## config.mk

```make
export PLATFORM = sky130hd
export DESIGN_NAME = tia_divide_by_n_flat
export DESIGN_NICKNAME = d
export VERILOG_FILES = /design/src/rtl/tia_divide_by_n_pkg.sv /design/src/rtl/tia_divide_by_n_if.sv /design/src/rtl/tia_divide_by_n_decode.sv /design/src/rtl/tia_divide_by_n.sv /design/src/flat_wrapper.sv
export SDC_FILE = /design/constraint.sdc
export NUM_CORES = 1
export LEC_CHECK = 0
export ABC_AREA = 0
export BUFFER_PORTS_ARGS = -buffer_cell sky130_fd_sc_hd__buf_2
export CAP_MARGIN = 0
export CORE_ASPECT_RATIO = 0.75
export CORE_MARGIN = 2
export CORE_UTILIZATION = 50
export CTS_CLUSTER_DIAMETER = 200
export DETAILED_ROUTE_END_ITERATION = 6
export GPL_TIMING_DRIVEN = 0
export PLACE_DENSITY = 0.77
export SLEW_MARGIN = 40
export SYNTH_ARGS = -nofsm -noshare
export SYNTH_HDL_FRONTEND = slang
export SYNTH_SLANG_ARGS = --single-unit
```

## constraint.sdc

```tcl
create_clock -name clk -period 2.99 [get_ports clk]
set_clock_uncertainty 0.05 [all_clocks]
set_input_delay 0.299 -clock clk [delete_from_list [all_inputs] [get_ports clk]]
set_output_delay 0.299 -clock clk [all_outputs]
set_load 0.02 [all_outputs]
```

## src/rtl/tia_divide_by_n_pkg.sv

```systemverilog
// Shared types and constants for the programmable two-phase clock generator.
// Provides MIN_DIV, the phase_t output bundle and a divisor legality helper.
package tia_clk_pkg;

  localparam int unsigned MIN_DIV = 4;

  typedef struct packed {
    logic phi1;
    logic phi2;
    logic clkp;
  } phase_t;

  function automatic logic div_legal(int unsigned d);
    return d >= MIN_DIV;
  endfunction

endpackage

```

## src/rtl/tia_divide_by_n_if.sv

```systemverilog
// Control/status bundle of tia_divide_by_n.
// slave: restart/load in, phases/strobe/status out; master: the mirror side.
interface tia_divide_by_n_if #(
  parameter int CW = 4
);

  logic          rsyn;
  logic          div_load;
  logic [CW-1:0] div;
  logic          phi1;
  logic          phi2;
  logic          clkp;
  logic          rsyn_gated;
  logic [CW-1:0] div_active;
  logic          div_err;

  modport master (
    output rsyn,
    output div_load,
    output div,
    input  phi1,
    input  phi2,
    input  clkp,
    input  rsyn_gated,
    input  div_active,
    input  div_err
  );

  modport slave (
    input  rsyn,
    input  div_load,
    input  div,
    output phi1,
    output phi2,
    output clkp,
    output rsyn_gated,
    output div_active,
    output div_err
  );

endinterface

```

## src/rtl/tia_divide_by_n_decode.sv

```systemverilog
// Phase decode: maps (next count, divisor D) to {phi1, phi2, clkp}.
// Ports: i_cnt next count, i_div divisor, o_ph decoded phases.
module tia_phase_decode
  import tia_clk_pkg::*;
#(
  parameter int CW = 4
) (
  input  logic [CW-1:0] i_cnt,
  input  logic [CW-1:0] i_div,
  output phase_t        o_ph
);

  logic [CW-1:0] w_dm1;
  logic [CW-1:0] w_dm2;
  logic [CW-1:0] w_p;

  assign w_dm1 = i_div - CW'(1);
  assign w_dm2 = i_div - CW'(2);
  // P marks the single-cycle gap between phi1 and phi2
  assign w_p   = w_dm2 >> 1;

  always_comb begin
    o_ph      = '0;
    o_ph.phi1 = (i_cnt < w_p);
    o_ph.phi2 = (i_cnt > w_p) && (i_cnt <= w_dm2);
    o_ph.clkp = (i_cnt == w_dm1);
  end

endmodule

```

## src/rtl/tia_divide_by_n.sv

```systemverilog
// Programmable divide-by-D two-phase clock generator with restart and staging.
// Ports: clk, resphi0_n (async low reset), bus (tia_divide_by_n_if.slave).
module tia_divide_by_n
  import tia_clk_pkg::*;
#(
  parameter int CW          = 4,
  parameter int DEFAULT_DIV = 4
) (
  input  logic             clk,
  input  logic             resphi0_n,
  tia_divide_by_n_if.slave bus
);

  localparam logic [CW-1:0] RST_DIV = CW'(DEFAULT_DIV);
  localparam logic [CW-1:0] RST_CNT = CW'(DEFAULT_DIV - 1);

  logic [CW-1:0] r_cnt;
  logic [CW-1:0] r_div_act;
  logic [CW-1:0] r_div_pend;
  logic          r_pend_vld;
  logic          r_phi1;
  logic          r_phi2;
  logic          r_clkp;
  logic          r_rsyn_gated;
  logic          r_div_err;

  logic          w_last;
  logic          w_bnd;
  logic          w_swap;
  logic          w_ld_ok;
  logic          w_ld_bad;
  logic [CW-1:0] w_cnt_nxt;
  logic [CW-1:0] w_div_nxt;
  phase_t        w_ph;

  assign w_last    = (r_cnt == r_div_act - CW'(1));
  assign w_bnd     = w_last | bus.rsyn;
  assign w_cnt_nxt = w_bnd ? '0 : r_cnt + CW'(1);
  // staged divisor takes over on the boundary and decodes the new cnt 0
  assign w_swap    = w_bnd & r_pend_vld;
  assign w_div_nxt = w_swap ? r_div_pend : r_div_act;
  assign w_ld_ok   = bus.div_load & div_legal(32'(bus.div));
  assign w_ld_bad  = bus.div_load & ~w_ld_ok;

  tia_phase_decode #(
    .CW (CW)
  ) u_dec (
    .i_cnt (w_cnt_nxt),
    .i_div (w_div_nxt),
    .o_ph  (w_ph)
  );

  always_ff @(posedge clk or negedge resphi0_n) begin
    if (!resphi0_n) begin
      r_cnt        <= RST_CNT;
      r_div_act    <= RST_DIV;
      r_div_pend   <= RST_DIV;
      r_pend_vld   <= 1'b0;
      r_phi1       <= 1'b0;
      r_phi2       <= 1'b0;
      r_clkp       <= 1'b0;
      r_rsyn_gated <= 1'b0;
      r_div_err    <= 1'b0;
    end else begin
      r_cnt     <= w_cnt_nxt;
      r_div_act <= w_div_nxt;
      r_phi1    <= w_ph.phi1;
      r_phi2    <= w_ph.phi2;
      r_clkp    <= w_ph.clkp;
      r_div_err <= w_ld_bad;
      // a load in the boundary cycle is staged for the following period
      if (w_ld_ok) begin
        r_div_pend <= bus.div;
        r_pend_vld <= 1'b1;
      end else if (w_swap) begin
        r_pend_vld <= 1'b0;
      end
      if (bus.rsyn) begin
        r_rsyn_gated <= ~w_last;
      end
    end
  end

  assign bus.phi1       = r_phi1;
  assign bus.phi2       = r_phi2;
  assign bus.clkp       = r_clkp;
  assign bus.rsyn_gated = r_rsyn_gated;
  assign bus.div_active = r_div_act;
  assign bus.div_err    = r_div_err;

endmodule
```

## src/flat_wrapper.sv

```systemverilog
// flat-port wrapper written by rule: the top's interface ports become plain ports
module tia_divide_by_n_flat import tia_clk_pkg::*;
#(
  parameter int CW          = 4,
  parameter int DEFAULT_DIV = 4
)
  (clk, resphi0_n, bus_rsyn, bus_div_load, bus_div, bus_phi1, bus_phi2, bus_clkp, bus_rsyn_gated, bus_div_active, bus_div_err);
  tia_divide_by_n_if #(.CW(CW)) bus_i ();
  input  logic clk;
  input  logic resphi0_n;
  input wire logic [$bits(bus_i.rsyn)-1:0] bus_rsyn;
  input wire logic [$bits(bus_i.div_load)-1:0] bus_div_load;
  input wire logic [$bits(bus_i.div)-1:0] bus_div;
  output wire logic [$bits(bus_i.phi1)-1:0] bus_phi1;
  output wire logic [$bits(bus_i.phi2)-1:0] bus_phi2;
  output wire logic [$bits(bus_i.clkp)-1:0] bus_clkp;
  output wire logic [$bits(bus_i.rsyn_gated)-1:0] bus_rsyn_gated;
  output wire logic [$bits(bus_i.div_active)-1:0] bus_div_active;
  output wire logic [$bits(bus_i.div_err)-1:0] bus_div_err;
  assign bus_i.rsyn = bus_rsyn;
  assign bus_i.div_load = bus_div_load;
  assign bus_i.div = bus_div;
  assign bus_phi1 = bus_i.phi1;
  assign bus_phi2 = bus_i.phi2;
  assign bus_clkp = bus_i.clkp;
  assign bus_rsyn_gated = bus_i.rsyn_gated;
  assign bus_div_active = bus_i.div_active;
  assign bus_div_err = bus_i.div_err;
  tia_divide_by_n #(.CW(CW), .DEFAULT_DIV(DEFAULT_DIV)) u_core (.clk(clk), .resphi0_n(resphi0_n), .bus(bus_i));
endmodule
```

# ---- Word-level counts from Yosys, hierarchy flattened
# Index checks and enable logic that the tools add are counted.
dict set report word_totals {
  in_bits 8
  ff_bits 18
  wordCells 31
  out_inout_bits 9
}
dict set report op_classes {
  n_bitwise 6
  n_eq_ne 2
  n_lt_le_gt_ge 4
  muxes 4
  add_sub_neg 4
  n_reduce_logical 2
}
# cell count
set op_table {}
lappend op_table {{$eq 4x4->1} 2}
lappend op_table {{$mux 4} 2}
lappend op_table {{$sub 4x1->4 const B} 2}
lappend op_table {{$add 4x1->4 const B} 1}
lappend op_table {{$ge 4x3->1 const B} 1}
lappend op_table {{$gt 4x3->1} 1}
lappend op_table {{$le 4x4->1} 1}
lappend op_table {{$lt 4x3->1} 1}
lappend op_table {{$sub 4x2->4 const B} 1}
lappend op_table {{$and 1x1->1} 3}
lappend op_table {{$mux 1} 2}
lappend op_table {{$not 1->1} 2}
lappend op_table {{$reduce_bool 2->1} 1}
lappend op_table {{$logic_and 1x1->1} 1}
lappend op_table {{$or 1x1->1} 1}

# ---- Logic depth before layout (Yosys ltp)
dict set report depth {
  depth_word 8
  depth_mapped 14
}

# ---- By module
# A second synthesis with hierarchy kept.
dict set report hier_totals {
  cells_unflattened 109
  area_unflattened_um2 1157.4
}
# module cells_per_inst area_per_inst_um2 instances
set modules_own_cells {}
lappend modules_own_cells {tia_divide_by_n 75 905.9 1}
lappend modules_own_cells {tia_phase_decode 34 251.5 1}

# ---- Worst setup path before layout
# Ideal clock, no wire load.
dict set report synth_path {
  path_kind {register to register}
  startpoint {register u_core.r_div_act[0], in the netlist u_core.bus.div_active[0]}
  endpoint {register u_core.r_phi2, in the netlist u_core.bus.phi2}
  arrival_ps 3187
  t_required_ps 2853
  n_path_buf 0
  synth_period_minus_slack_ps 3323
  path_stages_with_launch 14
  setup_ps 87
  slack_ps -333
  path_cell_list {dfrtp_1 inv_1 ha_1 xnor2_1 or3_4 o21ai_2 nand2_2 mux2_4 nor2_1 xnor2_1 ha_1 nand2_1 or3b_1 a211oi_2}
}
# element line
set synth_rtl {}
lappend synth_rtl {{start, declared} tia_divide_by_n.sv:18} ;# logic [CW-1:0] r_div_act;
lappend synth_rtl {{start signal, assigned} tia_divide_by_n.sv:66} ;# r_div_act <= w_div_nxt;
lappend synth_rtl {{end signal, assigned} tia_divide_by_n.sv:68} ;# r_phi2 <= w_ph.phi2;
lappend synth_rtl {{end, declared} tia_divide_by_n.sv:22} ;# logic r_phi2;

==> summary.txt <==
Layout
  • Fill cells: 192
  • Syn-to-layout area delta: 23.4%
  • Fraction of layout cells with a size suffix above 1: 0.417
  • # diodes: 0
  • Final Util: 0.641
  • Final #Nets: 155
  • Post-route cell area: 1440 sq um

Die
  • # IOs: 17
  • Starting Density: 0.519
  • Die area: 2750 sq um
  • Die width: 59.9 um
  • Die Y: 45.9 um
  • Num rows: 15
  • CORE AREA: 2250 sq um

Placement
  • Number of port buffers: 15
  • Dpl cell area: 1310 sq um
  • Hpwl dp: 1900 um
  • GPL Wtd Cong: 0.825

Timing
  • Normalized max-slew margin: 0.652
  • Fmax: 312 MHz
  • Final hold vios: 0
  • Actual slew at the worst max-slew pin: 0.516 ns
  • Final TNS setup: -0.294 ns
  • Final Max Slew Viols: 0
  • Setup violators final: 2
  • Ratio of final minimum period to clock period: 1.07
  • Hold slack: 0.121 ns
  • RSZ-0062 raised after global routing: yes
  • Final min period: 3.20 ns
  • Final setup margin: -0.211 ns

Synthesis
  • Cell variety after synth: 44
  • Mean area per synthesized cell: 10.5 sq um
  • Synth top area share: 0.299
  • Synth Net Count: 126
  • Mapped Cells: 111
  • Post-synth top cells: dfrtp_1 (14), nand2_1 (12), inv_1 (8)
  • Most frequent cell after synthesis: dfrtp_1
  • Top cells by area, synth: dfrtp_1 (30%), dfstp_2 (9.0%), ha_1 (7.5%), xnor2_1 (4.5%), mux2_2 (3.9%)
  • Asr flop ratio synth: 1.00
  • Yosys top cell by area: dfrtp_1
  • Yosys warnings: 0
  • Seq/Total Area, Yosys: 0.389
  • Synthesized flop and latch total: 18
  • Top_reg_cell synth: dfrtp_1
  • EDFF count, synth: 0
  • Post-Syn Area: 1170 sq um

Pwr
  • Clock network fraction of total power: 0.088
  • Leak pwr: 0.685 nW
  • NetSw: 0.775 mW
  • Comb power frac: 0.679
  • Cell Int Power: 0.940 mW
  • Power Density: 1190 nW/um^2
  • Switching share of total power: 0.452
  • Flop pwr share: 0.233
  • Peak supply drop: 0.000569 V

Global route
  • Initial antenna violation count: 0
  • Met1 usage: 0.285
  • GR Layer Usage met2: 0.365
  • GR Overflow Total: 0
  • Global routing usage on met3: 0.0511
  • First-pass GRT wire length: 4250 um
  • Number of global-route vias before repair: 901
  • GRT Total Usage: 0.214
  • Largest net degree at the start of global routing: 19
  • GR peak layer: met2

Detailed routing
  • DRC Markers: 0
  • Via Count: 954
  • Routed wire length per instance: 16.1 um
  • Number of routed nets with antenna violations: 0
  • DRT Pass-1 Iters: 5
  • DR iter-0 viols: 21
  • Wirelength, routed: 2640 um
  • Via density: 5.82

Worst setup path
  • Slowest library cell on the worst path: dfrtp_2
  • CP max stage delay: 0.45 ns
  • Worst-path maximum fanout: 3
  • R2R depth: 13
  • WP data required: 3.15 ns
  • Worst Path Arrival: 3.37 ns
  • FF-to-FF Start: u_core.bus.div_active[0]
  • FF-to-FF End: u_core.bus.phi2
  • Critical path, cell by cell: inv_2 > ha_4 > xnor2_4 > or3_4 > o21ai_4 > nand2_4 > mux2_4 > nor2_2 > xnor2_1 > ha_1 > nand2_1 > or3b_1 > a211oi_2
  • Crit. End Element: flip-flop
  • Crit start category: flip-flop
  • Reg2Reg Setup Slack: -0.21 ns
  • Critical path type: flip-flop to flip-flop

Worst hold path
  • Hold Startpoint: bus_div[2]
  • Hold Crit Depth: 2
  • Min-delay worst type: primary input to flip-flop
  • Hold Crit Endpoint: u_core.bus.div_err

Job
  • Max-cap violations: 0

Clocking
  • Deepest clock path buffer count: 2
  • CTS buffer count: 3
  • H-Tree Depth: 1
  • Clock slew at reported path FFs: 0.11 ns
  • Root Buffer: clkbuf_4
  • Sink Count: 18
  • Worst skew pair latency: 0.29 ns
  • CTS tree: done

Run status
  • Outcome: finished, violations left
  • Failing checks: setup timing
## worst max-delay path, delay by kind of cell, from the launching register on
kind	cells	cell delay [ns]
simple gates	5	1.05
fa+ha+maj	2	0.51
flops	1	0.45
compound gates	2	0.40
mux	1	0.34
xor+xnor	2	0.23
buf+inv	1	0.08
## placed cells by master (no fill, tap or decap), drive strengths merged, types with 3 or more instances in the layout
cell type	Yosys	routed
nor2	4	4
clkbuf	0	4
dfrtp	14	14
ha	7	7
buf	2	25
nand2	13	13
nand3	3	3
inv	8	8
xor2	4	4
nor3	6	6
dfstp	4	4
mux2	5	5
a211oi	3	3
o21ai	5	5
xnor2	7	7
a21oi	4	4
## state kept, by name (all words and copies together) (netlist names)
name                   cells
u_core.bus.div_active      4
u_core.r_cnt               4
u_core.r_div_pend          4
u_core.bus.clkp            1
u_core.bus.div_err         1
u_core.bus.phi1            1
u_core.bus.phi2            1
u_core.bus.rsyn_gated      1
u_core.r_pend_vld          1
## cell families (layout without fill, tap and decap cells)
| logic type | count (synthesis) | count (layout) | synth area share |
|---|---|---|---|
| buffers and inverters | 10 | 38 | 0.0331 |
| adder cells (fa/ha/maj) | 7 | 7 | 0.0749 |
| AO/OA/AOI/OAI | 25 | 25 | 0.169 |
| flip-flops | 18 | 18 | 0.389 |
| multiplexers | 6 | 6 | 0.0599 |
| AND/OR/NAND/NOR | 32 | 32 | 0.143 |
| XOR/XNOR | 13 | 13 | 0.130 |
## final cells by class
class                      instances  area (sq um)  share of cell area
inverter                           8          30.0              0.0208
multi-input combinational         83           734               0.509
tap                               25          31.3              0.0217
sequential                        18           458               0.317
buffer                             2          8.76             0.00607
timing repair buffer              24           145               0.101
clock buffer                       4          36.3              0.0251
## through the flow
step	power, mW	setup slack, ns	std cells
after global routing	1.85	-0.303	164
after global placement	1.38	-0.287	151
after floorplan	1.21	-0.178	111
final	1.71	-0.211	164
after detailed placement	1.41	-0.320	151
after CTS	1.70	-0.192	163
## layer usage
layer,part of all wire,vias to the layer above
met5,0,-
met4,0.00076,0
met3,0.066,2
met2,0.49,29
met1,0.44,464
li1,-,459
## power by group through the flow
| stage | clock network (mW) | registers [mW] | logic, mW |
|---|---|---|---|
| 3_5_place_dp | 0 | 0.418 | 0.997 |
| 4_1_cts | 0.156 | 0.400 | 1.15 |
| 3_3_place_gp | 0 | 0.416 | 0.962 |
| 2_1_floorplan | 0 | 0.461 | 0.744 |
| 5_1_grt | 0.168 | 0.412 | 1.27 |
| 6_report | 0.151 | 0.400 | 1.16 |
## worst max path at each step
stage	end	slack, ns	cells past startpoint	start
5_1_grt	u_core.bus.phi2	-0.30	13	u_core.bus.div_active[0]
3_5_place_dp	u_core.bus.phi2	-0.32	13	u_core.bus.div_active[1]
3_3_place_gp	u_core.bus.phi2	-0.29	13	u_core.bus.div_active[1]
2_1_floorplan	u_core.bus.phi2	-0.18	11	u_core.bus.div_active[2]
4_1_cts	u_core.bus.phi2	-0.19	11	u_core.bus.div_active[2]
6_report	u_core.bus.phi2	-0.21	13	u_core.bus.div_active[0]
## repair_timing
action / in CTS / in global routing
pin swaps: 5 / 0
hold buffers: 1 / 0
endpoints found under the hold margin: 14 / 0
gates cloned: 0 / 0
setup buffers: 7 / 1
setup endpoints to repair: 2 / 2
gates resized for setup: 5 / 0
Power figures use the tool's default switching activity.
